$ cat src/rtl/osd_num_writer_if.sv
// Request/status and character-RAM write bundle shared by OSD page sequencers
// and the number writer.
interface osd_num_writer_if #(
  parameter int unsigned WIDTH  = 32,
  parameter int unsigned ADDR_W = 16
);
  logic              start;
  logic              busy;
  logic              done;
  logic [ADDR_W-1:0] base_addr;
  logic [1:0]        mode;
  logic [7:0]        min_width;
  logic              zero_pad;
  logic              upper;
  logic              plus_sign;
  logic [WIDTH-1:0]  value;
  logic              char_we;
  logic [ADDR_W-1:0] char_addr;
  logic [7:0]        char_data;
  logic [7:0]        length;

  modport master (
    output start, base_addr, mode, min_width, zero_pad, upper, plus_sign, value,
    input  busy, done, char_we, char_addr, char_data, length
  );

  modport slave (
    input  start, base_addr, mode, min_width, zero_pad, upper, plus_sign, value,
    output busy, done, char_we, char_addr, char_data, length
  );
endinterface

$ cat src/rtl/osd_num_writer.sv
// Converts one value to a padded ASCII field (udec/sdec/hex/bin) and streams it
// into OSD character RAM, one character per cycle at consecutive addresses.
module osd_num_writer #(
  parameter int unsigned WIDTH  = 32,
  parameter int unsigned ADDR_W = 16
) (
  input  logic           clk,
  input  logic           rst,
  osd_num_writer_if.slave bus
);

  localparam int unsigned IdxW = (WIDTH > 1) ? $clog2(WIDTH) : 1;

  localparam logic [1:0] ModeUdec = 2'd0;
  localparam logic [1:0] ModeSdec = 2'd1;
  localparam logic [1:0] ModeHex  = 2'd2;
  localparam logic [1:0] ModeBin  = 2'd3;

  typedef enum logic [2:0] {
    StIdle,
    StConvert,
    StPad,
    StSign,
    StDigit,
    StDone
  } state_e;

  state_e            state_q, state_d;
  logic [1:0]        mode_q;
  logic [7:0]        min_width_q;
  logic              zero_pad_q;
  logic              upper_q;
  logic              sign_en_q;
  logic [7:0]        sign_char_q;
  logic [WIDTH-1:0]  mag_q;
  logic [3:0]        rem_q;
  logic [7:0]        bit_cnt_q;
  logic [7:0]        ndig_q;
  logic [7:0]        pad_cnt_q;
  logic [7:0]        dig_idx_q;
  logic [ADDR_W-1:0] addr_q;
  logic [7:0]        len_q;
  logic [7:0]        length_q;
  logic [3:0]        dig_buf [WIDTH];

  // Conversion datapath
  logic [63:0]      mag_ext;
  logic [4:0]       rem_shift;
  logic             dec_ge;
  logic [3:0]       rem_new;
  logic [WIDTH-1:0] mag_next;
  logic             digit_ready;
  logic [3:0]       digit_val;
  logic             conv_last;
  logic [7:0]       ndig_new;
  logic [7:0]       body_len;
  logic [7:0]       field_len;
  logic [7:0]       pad_len;
  state_e           first_phase;

  // Emission datapath
  logic       we;
  logic [7:0] data;
  logic [3:0] cur_dig;

  function automatic logic [7:0] to_ascii(input logic [3:0] d, input logic up);
    if (d < 4'd10) begin
      return 8'h30 + {4'b0000, d};
    end
    // 0x37 + 10 = 'A', 0x57 + 10 = 'a'
    return (up ? 8'h37 : 8'h57) + {4'b0000, d};
  endfunction

  always_comb begin
    mag_ext     = 64'(mag_q);
    rem_shift   = {rem_q, mag_q[WIDTH-1]};
    dec_ge      = (rem_shift >= 5'd10);
    rem_new     = dec_ge ? 4'(rem_shift - 5'd10) : rem_shift[3:0];
    digit_ready = 1'b0;
    digit_val   = 4'd0;
    mag_next    = mag_q;
    unique case (mode_q)
      ModeHex: begin
        digit_ready = 1'b1;
        digit_val   = mag_ext[3:0];
        mag_next    = WIDTH'(mag_ext >> 4);
      end
      ModeBin: begin
        digit_ready = 1'b1;
        digit_val   = {3'b000, mag_q[0]};
        mag_next    = mag_q >> 1;
      end
      default: begin
        // Restoring divide by 10: the dividend shifts out MSB-first while the
        // quotient bits shift in at the LSB, so mag_q ends up as the quotient.
        digit_ready = (bit_cnt_q == 8'(WIDTH - 1));
        digit_val   = rem_new;
        mag_next    = {mag_q[WIDTH-2:0], dec_ge};
      end
    endcase
    conv_last = digit_ready && (mag_next == '0);

    ndig_new  = ndig_q + 8'd1;
    body_len  = ndig_new + {7'b0, sign_en_q};
    field_len = (min_width_q > body_len) ? min_width_q : body_len;
    pad_len   = field_len - body_len;

    if (!zero_pad_q && (pad_len != 8'd0)) begin
      first_phase = StPad;
    end else if (sign_en_q) begin
      first_phase = StSign;
    end else if (pad_len != 8'd0) begin
      first_phase = StPad;
    end else begin
      first_phase = StDigit;
    end
  end

  assign cur_dig = dig_buf[dig_idx_q[IdxW-1:0]];

  always_comb begin
    state_d = state_q;
    we      = 1'b0;
    data    = 8'h00;
    case (state_q)
      StIdle: begin
        if (bus.start) begin
          state_d = StConvert;
        end
      end
      StConvert: begin
        if (conv_last) begin
          state_d = first_phase;
        end
      end
      StPad: begin
        we   = 1'b1;
        data = zero_pad_q ? 8'h30 : 8'h20;
        if (pad_cnt_q == 8'd1) begin
          state_d = (!zero_pad_q && sign_en_q) ? StSign : StDigit;
        end
      end
      StSign: begin
        we      = 1'b1;
        data    = sign_char_q;
        state_d = (zero_pad_q && (pad_cnt_q != 8'd0)) ? StPad : StDigit;
      end
      StDigit: begin
        we   = 1'b1;
        data = to_ascii(cur_dig, upper_q);
        if (dig_idx_q == 8'd0) begin
          state_d = StDone;
        end
      end
      StDone: begin
        state_d = StIdle;
      end
      default: begin
        state_d = StIdle;
      end
    endcase
  end

  always_ff @(posedge clk or posedge rst) begin
    if (rst) begin
      state_q     <= StIdle;
      mode_q      <= ModeUdec;
      min_width_q <= 8'd0;
      zero_pad_q  <= 1'b0;
      upper_q     <= 1'b0;
      sign_en_q   <= 1'b0;
      sign_char_q <= 8'h00;
      mag_q       <= '0;
      rem_q       <= 4'd0;
      bit_cnt_q   <= 8'd0;
      ndig_q      <= 8'd0;
      pad_cnt_q   <= 8'd0;
      dig_idx_q   <= 8'd0;
      addr_q      <= '0;
      len_q       <= 8'd0;
      length_q    <= 8'd0;
    end else begin
      state_q <= state_d;
      case (state_q)
        StIdle: begin
          if (bus.start) begin
            mode_q      <= bus.mode;
            min_width_q <= bus.min_width;
            zero_pad_q  <= bus.zero_pad;
            upper_q     <= bus.upper;
            addr_q      <= bus.base_addr;
            sign_en_q   <= (bus.mode == ModeSdec) && (bus.value[WIDTH-1] || bus.plus_sign);
            sign_char_q <= bus.value[WIDTH-1] ? 8'h2D : 8'h2B;
            mag_q       <= ((bus.mode == ModeSdec) && bus.value[WIDTH-1]) ?
                           (~bus.value) + WIDTH'(1) : bus.value;
            rem_q       <= 4'd0;
            bit_cnt_q   <= 8'd0;
            ndig_q      <= 8'd0;
          end
        end
        StConvert: begin
          mag_q <= mag_next;
          if ((mode_q == ModeUdec) || (mode_q == ModeSdec)) begin
            rem_q     <= digit_ready ? 4'd0 : rem_new;
            bit_cnt_q <= digit_ready ? 8'd0 : bit_cnt_q + 8'd1;
          end
          if (digit_ready) begin
            ndig_q <= ndig_new;
          end
          if (conv_last) begin
            pad_cnt_q <= pad_len;
            dig_idx_q <= ndig_q;
            len_q     <= field_len;
          end
        end
        StPad: begin
          pad_cnt_q <= pad_cnt_q - 8'd1;
          addr_q    <= addr_q + ADDR_W'(1);
        end
        StSign: begin
          addr_q <= addr_q + ADDR_W'(1);
        end
        StDigit: begin
          addr_q    <= addr_q + ADDR_W'(1);
          dig_idx_q <= dig_idx_q - 8'd1;
          if (dig_idx_q == 8'd0) begin
            length_q <= len_q;
          end
        end
        default: ;
      endcase
    end
  end

  // Digit storage needs no reset: it is always written before it is read.
  always_ff @(posedge clk) begin
    if ((state_q == StConvert) && digit_ready) begin
      dig_buf[ndig_q[IdxW-1:0]] <= digit_val;
    end
  end

  assign bus.busy      = (state_q != StIdle);
  assign bus.done      = (state_q == StDone);
  assign bus.char_we   = we;
  assign bus.char_addr = we ? addr_q : '0;
  assign bus.char_data = data;
  assign bus.length    = length_q;

endmodule

$ cat src/flat_wrapper.sv
// flat-port wrapper written by rule: the top's interface ports become plain ports
module osd_num_writer_flat 
#(
  parameter int unsigned WIDTH  = 32,
  parameter int unsigned ADDR_W = 16
)
  (clk, rst, bus_start, bus_base_addr, bus_mode, bus_min_width, bus_zero_pad, bus_upper, bus_plus_sign, bus_value, bus_busy, bus_done, bus_char_we, bus_char_addr, bus_char_data, bus_length);
  osd_num_writer_if #(.WIDTH(WIDTH), .ADDR_W(ADDR_W)) bus_i ();
  input  logic clk;
  input  logic rst;
  input wire logic [$bits(bus_i.start)-1:0] bus_start;
  input wire logic [$bits(bus_i.base_addr)-1:0] bus_base_addr;
  input wire logic [$bits(bus_i.mode)-1:0] bus_mode;
  input wire logic [$bits(bus_i.min_width)-1:0] bus_min_width;
  input wire logic [$bits(bus_i.zero_pad)-1:0] bus_zero_pad;
  input wire logic [$bits(bus_i.upper)-1:0] bus_upper;
  input wire logic [$bits(bus_i.plus_sign)-1:0] bus_plus_sign;
  input wire logic [$bits(bus_i.value)-1:0] bus_value;
  output wire logic [$bits(bus_i.busy)-1:0] bus_busy;
  output wire logic [$bits(bus_i.done)-1:0] bus_done;
  output wire logic [$bits(bus_i.char_we)-1:0] bus_char_we;
  output wire logic [$bits(bus_i.char_addr)-1:0] bus_char_addr;
  output wire logic [$bits(bus_i.char_data)-1:0] bus_char_data;
  output wire logic [$bits(bus_i.length)-1:0] bus_length;
  assign bus_i.start = bus_start;
  assign bus_i.base_addr = bus_base_addr;
  assign bus_i.mode = bus_mode;
  assign bus_i.min_width = bus_min_width;
  assign bus_i.zero_pad = bus_zero_pad;
  assign bus_i.upper = bus_upper;
  assign bus_i.plus_sign = bus_plus_sign;
  assign bus_i.value = bus_value;
  assign bus_busy = bus_i.busy;
  assign bus_done = bus_i.done;
  assign bus_char_we = bus_i.char_we;
  assign bus_char_addr = bus_i.char_addr;
  assign bus_char_data = bus_i.char_data;
  assign bus_length = bus_i.length;
  osd_num_writer #(.WIDTH(WIDTH), .ADDR_W(ADDR_W)) u_core (.clk(clk), .rst(rst), .bus(bus_i));
endmodule
$ cat config.mk
export PLATFORM = sky130hd
export DESIGN_NAME = osd_num_writer_flat
export DESIGN_NICKNAME = d
export VERILOG_FILES = /design/src/rtl/osd_num_writer_if.sv /design/src/rtl/osd_num_writer.sv /design/src/flat_wrapper.sv
export SDC_FILE = /design/constraint.sdc
export NUM_CORES = 1
export LEC_CHECK = 0
export CAP_MARGIN = 10
export CORE_MARGIN = 3
export CORE_UTILIZATION = 44
export DETAILED_ROUTE_END_ITERATION = 10
export DONT_BUFFER_PORTS = 1
export PLACE_DENSITY = 0.67
export SLEW_MARGIN = 20
export SYNTH_ARGS = -nofsm -noshare
export SYNTH_HDL_FRONTEND = slang
export SYNTH_SLANG_ARGS = --single-unit
$ cat constraint.sdc
create_clock -name clk -period 7.6 [get_ports clk]
set_input_delay 1.52 -clock clk [delete_from_list [all_inputs] [get_ports clk]]
set_output_delay 1.52 -clock clk [all_outputs]
set_load 0.05 [all_outputs]
==> flow_summary.yaml <==
routing:
  dr_wl_met3_um: 2270
  wirelength_um: 33200
  dr.first_iter.drc_count: 899
  m1WireLength_um: 14400
  vias_per_cell: 6.04
  drc_errors: 0
  vias: 9750
  dr.max_layer_used: "met5"
  drt_first_pass_iters: 8
  ant_nets: 0
  met2WireLength_um: 15800
  wire_per_inst_um: 20.6
final_layout:
  drive_gt1_frac: 0.137
  final_common_cell: "nand2_1"
  layout_common_cells: "139 x nand2_1, 128 x edfxtp_1, 117 x dfrtp_1, 100 x nor2_1, 72 x o21ai_0"
  final_cells: 1613
  utilization: 0.495
  nets: 1295
  area_growth_pct: 9.75
  insertedDiodeCount: 0
logic_synthesis:
  avgSynthCellArea_um2: 11.0
  syn_nets: 1318
  synthTopCellsByArea: "edfxtp_1 28%, dfrtp_1 22%, mux4_2 6.7%"
  syn_inst: 1225
  yosysUniqueCellTypes: 79
  yosysSeqAreaShare: 0.505
  yosys_warnings: 0
  syn_area_um2: 13500
  yosysTopAreaCellShare: 0.284
  synthFlopType: "edfxtp_1"
  yosys.area.top_type: "edfxtp_1"
  synth-edff-count: 128
  synth_seq_cells: 247
  synth-async-reset-ratio: 0.482
worst_hold_path:
  hold_path_depth: 2
  holdCritStartpoint: "u_core.len_q[6]$_DFFE_PP0P_"
  hold_end: "u_core.len_q[6]$_DFFE_PP0P_"
  hp-class: "reg2reg"
clock_network:
  hold_buffers: 0
  cts_setup_buffers: 0
  cts-buffers-inserted: 27
  post_cts_resized: 0
  cts-root-buf: "clkbuf_16"
  cts_tree: "built"
  htree_levels: 1
  clockBufferDepth: 3
  clock_latency_ns: 0.56
  cts.clk_slew.worst_paths_ns: 0.06
  clock-sinks: 247
outcome:
  status: "completed"
die:
  ios: 99
  die_y_um: 181
  die_x_um: 181
  row_count: 63
  core_area_um2: 30000
  initial_core_util: 0.451
  die-area_um2: 32900
timing:
  drv_slew: 0
  rsz0062_at_grt: "false"
  tns_ns: 0
  timing_worst_slew_pin_value_ns: 1.14
  timing.slew.headroom: 0.236
  fmax_mhz: 148
  fin_skew_ns: 0.0251
  setup_viol: 0
  layout_min_cycle_time_ns: 6.78
  setup_ws_ns: 0.824
  hold_violations: 0
  min_period_over_period: 0.892
power_and_ir_drop:
  report.power.total_uw: 2830
  worst_ir_drop_vdd_uv: 155
  p_per_area_nw_per_um2: 191
  power_leakage_uw: 0.00537
worst_setup_path:
  cp_max_fo: 11
  worstPathRequired_ns: 8.04
  endpoint_kind: "flip-flop"
  reg2regPathDepth: 24
  worstPathArrival_ns: 7.22
  r2r_end: "u_core.state_q[2]$_DFFE_PP0P_"
  critPathKind: "reg2reg"
  reg2reg_from: "u_core.ndig_q[0]$_DFFE_PP0P_"
  r2r_setup_slack_ns: 0.82
  startpoint_type: "flip-flop"
placed_design:
  gp_congestion: 0.899
  dp_hpwl_um: 23200
  pre_cts_ws_ns: 0.992
  io_buffers: 0
  dp_cells: 1563
grt:
  grt-ovfl-total: 0
  antenna_found_initial: 1
  grt_usage: 0.199
  grt_pass1_vias: 9757
  grt_pass1_wl_um: 53600
  grt_max_degree: 63
flow_run:
  maxCapViolCount: 0
-- area by class of cell --
cell class,instances,area [um^2]
fillers,2671,15100
flip-flops and latches,247,6820
multi-input cells,877,6320
clock buffers,36,759
well taps,390,488
clock inverters,14,205
inverters,35,134
repair buffers,14,105
-- layer usage --
metal	up-vias	global-route usage
met1	4835	0.283
met2	326	0.324
met3	51	0.0322
met4	2	0.0420
li1	4536	-
met5	-	0
-- metrics by stage --
| step | area, um^2 | hold WS, ns |
|---|---|---|
| after floorplan | 13500 | 0.446 |
| after global placement | 13900 | 0.461 |
| after detailed placement | 13900 | 0.468 |
| after CTS | 14800 | 0.482 |
| after global routing | 14800 | 0.505 |
| final | 14800 | 0.474 |
-- Yosys cell counts, drive strengths merged, types with 4 or more instances --
cell    instances
a211oi          4
nand2b         11
and3            9
or3             8
o21ai          82
a22oi           9
nor2b          11
nand3          38
or4             5
mux4           40
ha             28
nor2          101
inv            35
o21a            5
clkbuf         47
nor3           33
a21boi          5
a22o            4
nand4          13
xor2           28
a21o            5
xnor2          16
buf            19
or2             4
a21oi          51
mux2i          41
nand2         142
dfrtp         119
nor3b           4
a31oi          10
nand3b          6
o211ai          8
and2           19
o221ai         27
a221oi          4
o31ai          10
nor4            6
o22ai           6
mux2           42
edfxtp        128
-- critical path, stage by stage (launching register included) --
cell and delay, ns:
dfrtp_1 0.52, inv_1 0.15, ha_1 0.37, ha_1 0.22, nor3b_1 0.24, a32o_2 0.26
xor2_1 0.30, ha_1 0.33, a21oi_1 0.20, a21oi_1 0.09, maj3_1 0.35, o211ai_1 0.29
and3_1 0.52, mux2i_1 0.45, inv_1 0.09, ha_1 0.29, nand2_1 0.05, o21ai_0 0.39
a21boi_0 0.25, o21ai_0 0.14, a22oi_1 0.09, maj3_1 0.41, mux2i_1 0.22, a22oi_1 0.14
a211o_1 0.29
-- worst max-delay path by stage --
stage,startpoint,endpoint,slack (ns)
6_report,u_core.ndig_q[0]$_DFFE_PP0P_,u_core.state_q[2]$_DFFE_PP0P_,0.82
2_1_floorplan,u_core.ndig_q[0]$_DFFE_PP0P_,u_core.state_q[0]$_DFFE_PP0P_,1.97
4_1_cts,u_core.ndig_q[0]$_DFFE_PP0P_,u_core.state_q[2]$_DFFE_PP0P_,0.95
3_5_place_dp,u_core.ndig_q[0]$_DFFE_PP0P_,u_core.state_q[2]$_DFFE_PP0P_,0.99
3_3_place_gp,u_core.ndig_q[0]$_DFFE_PP0P_,u_core.state_q[0]$_DFFE_PP0P_,1.33
5_1_grt,u_core.ndig_q[0]$_DFFE_PP0P_,u_core.state_q[2]$_DFFE_PP0P_,0.36
-- power breakdown --
| part | internal [uW] | leakage [uW] | switching, uW | total, uW |
|---|---|---|---|---|
| registers | 1400 | 0.00238 | 0 | 1400 |
| logic | 11.4 | 0.00252 | 26.5 | 37.9 |
| clock network | 846 | 0.000470 | 553 | 1400 |
-- registers in the layout (all words and copies together), names as in the netlist, 8 cells and up --
| register | cells |
|---|---|
| u_core.len_q | 8 |
| u_core.bit_cnt_q | 8 |
| u_core.dig_buf | 128 |
| u_core.min_width_q | 8 |
| u_core.dig_idx_q | 8 |
| u_core.bus.length | 8 |
| u_core.addr_q | 16 |
| u_core.ndig_q | 8 |
| u_core.pad_cnt_q | 8 |
| u_core.mag_q | 32 |
-- logic make-up after synthesis --
family / after synthesis / synth area share
adder cells (fa/ha/maj): 32 / 0.0296
AO/OA/AOI/OAI: 260 / 0.126
multiplexers: 123 / 0.133
flip-flops: 247 / 0.505
AND/OR/NAND/NOR: 416 / 0.147
XOR/XNOR: 45 / 0.0302
buffers and inverters: 101 / 0.0299
other: 1 / 0.000277
Note: power is estimated with default switching activity, not from simulation.
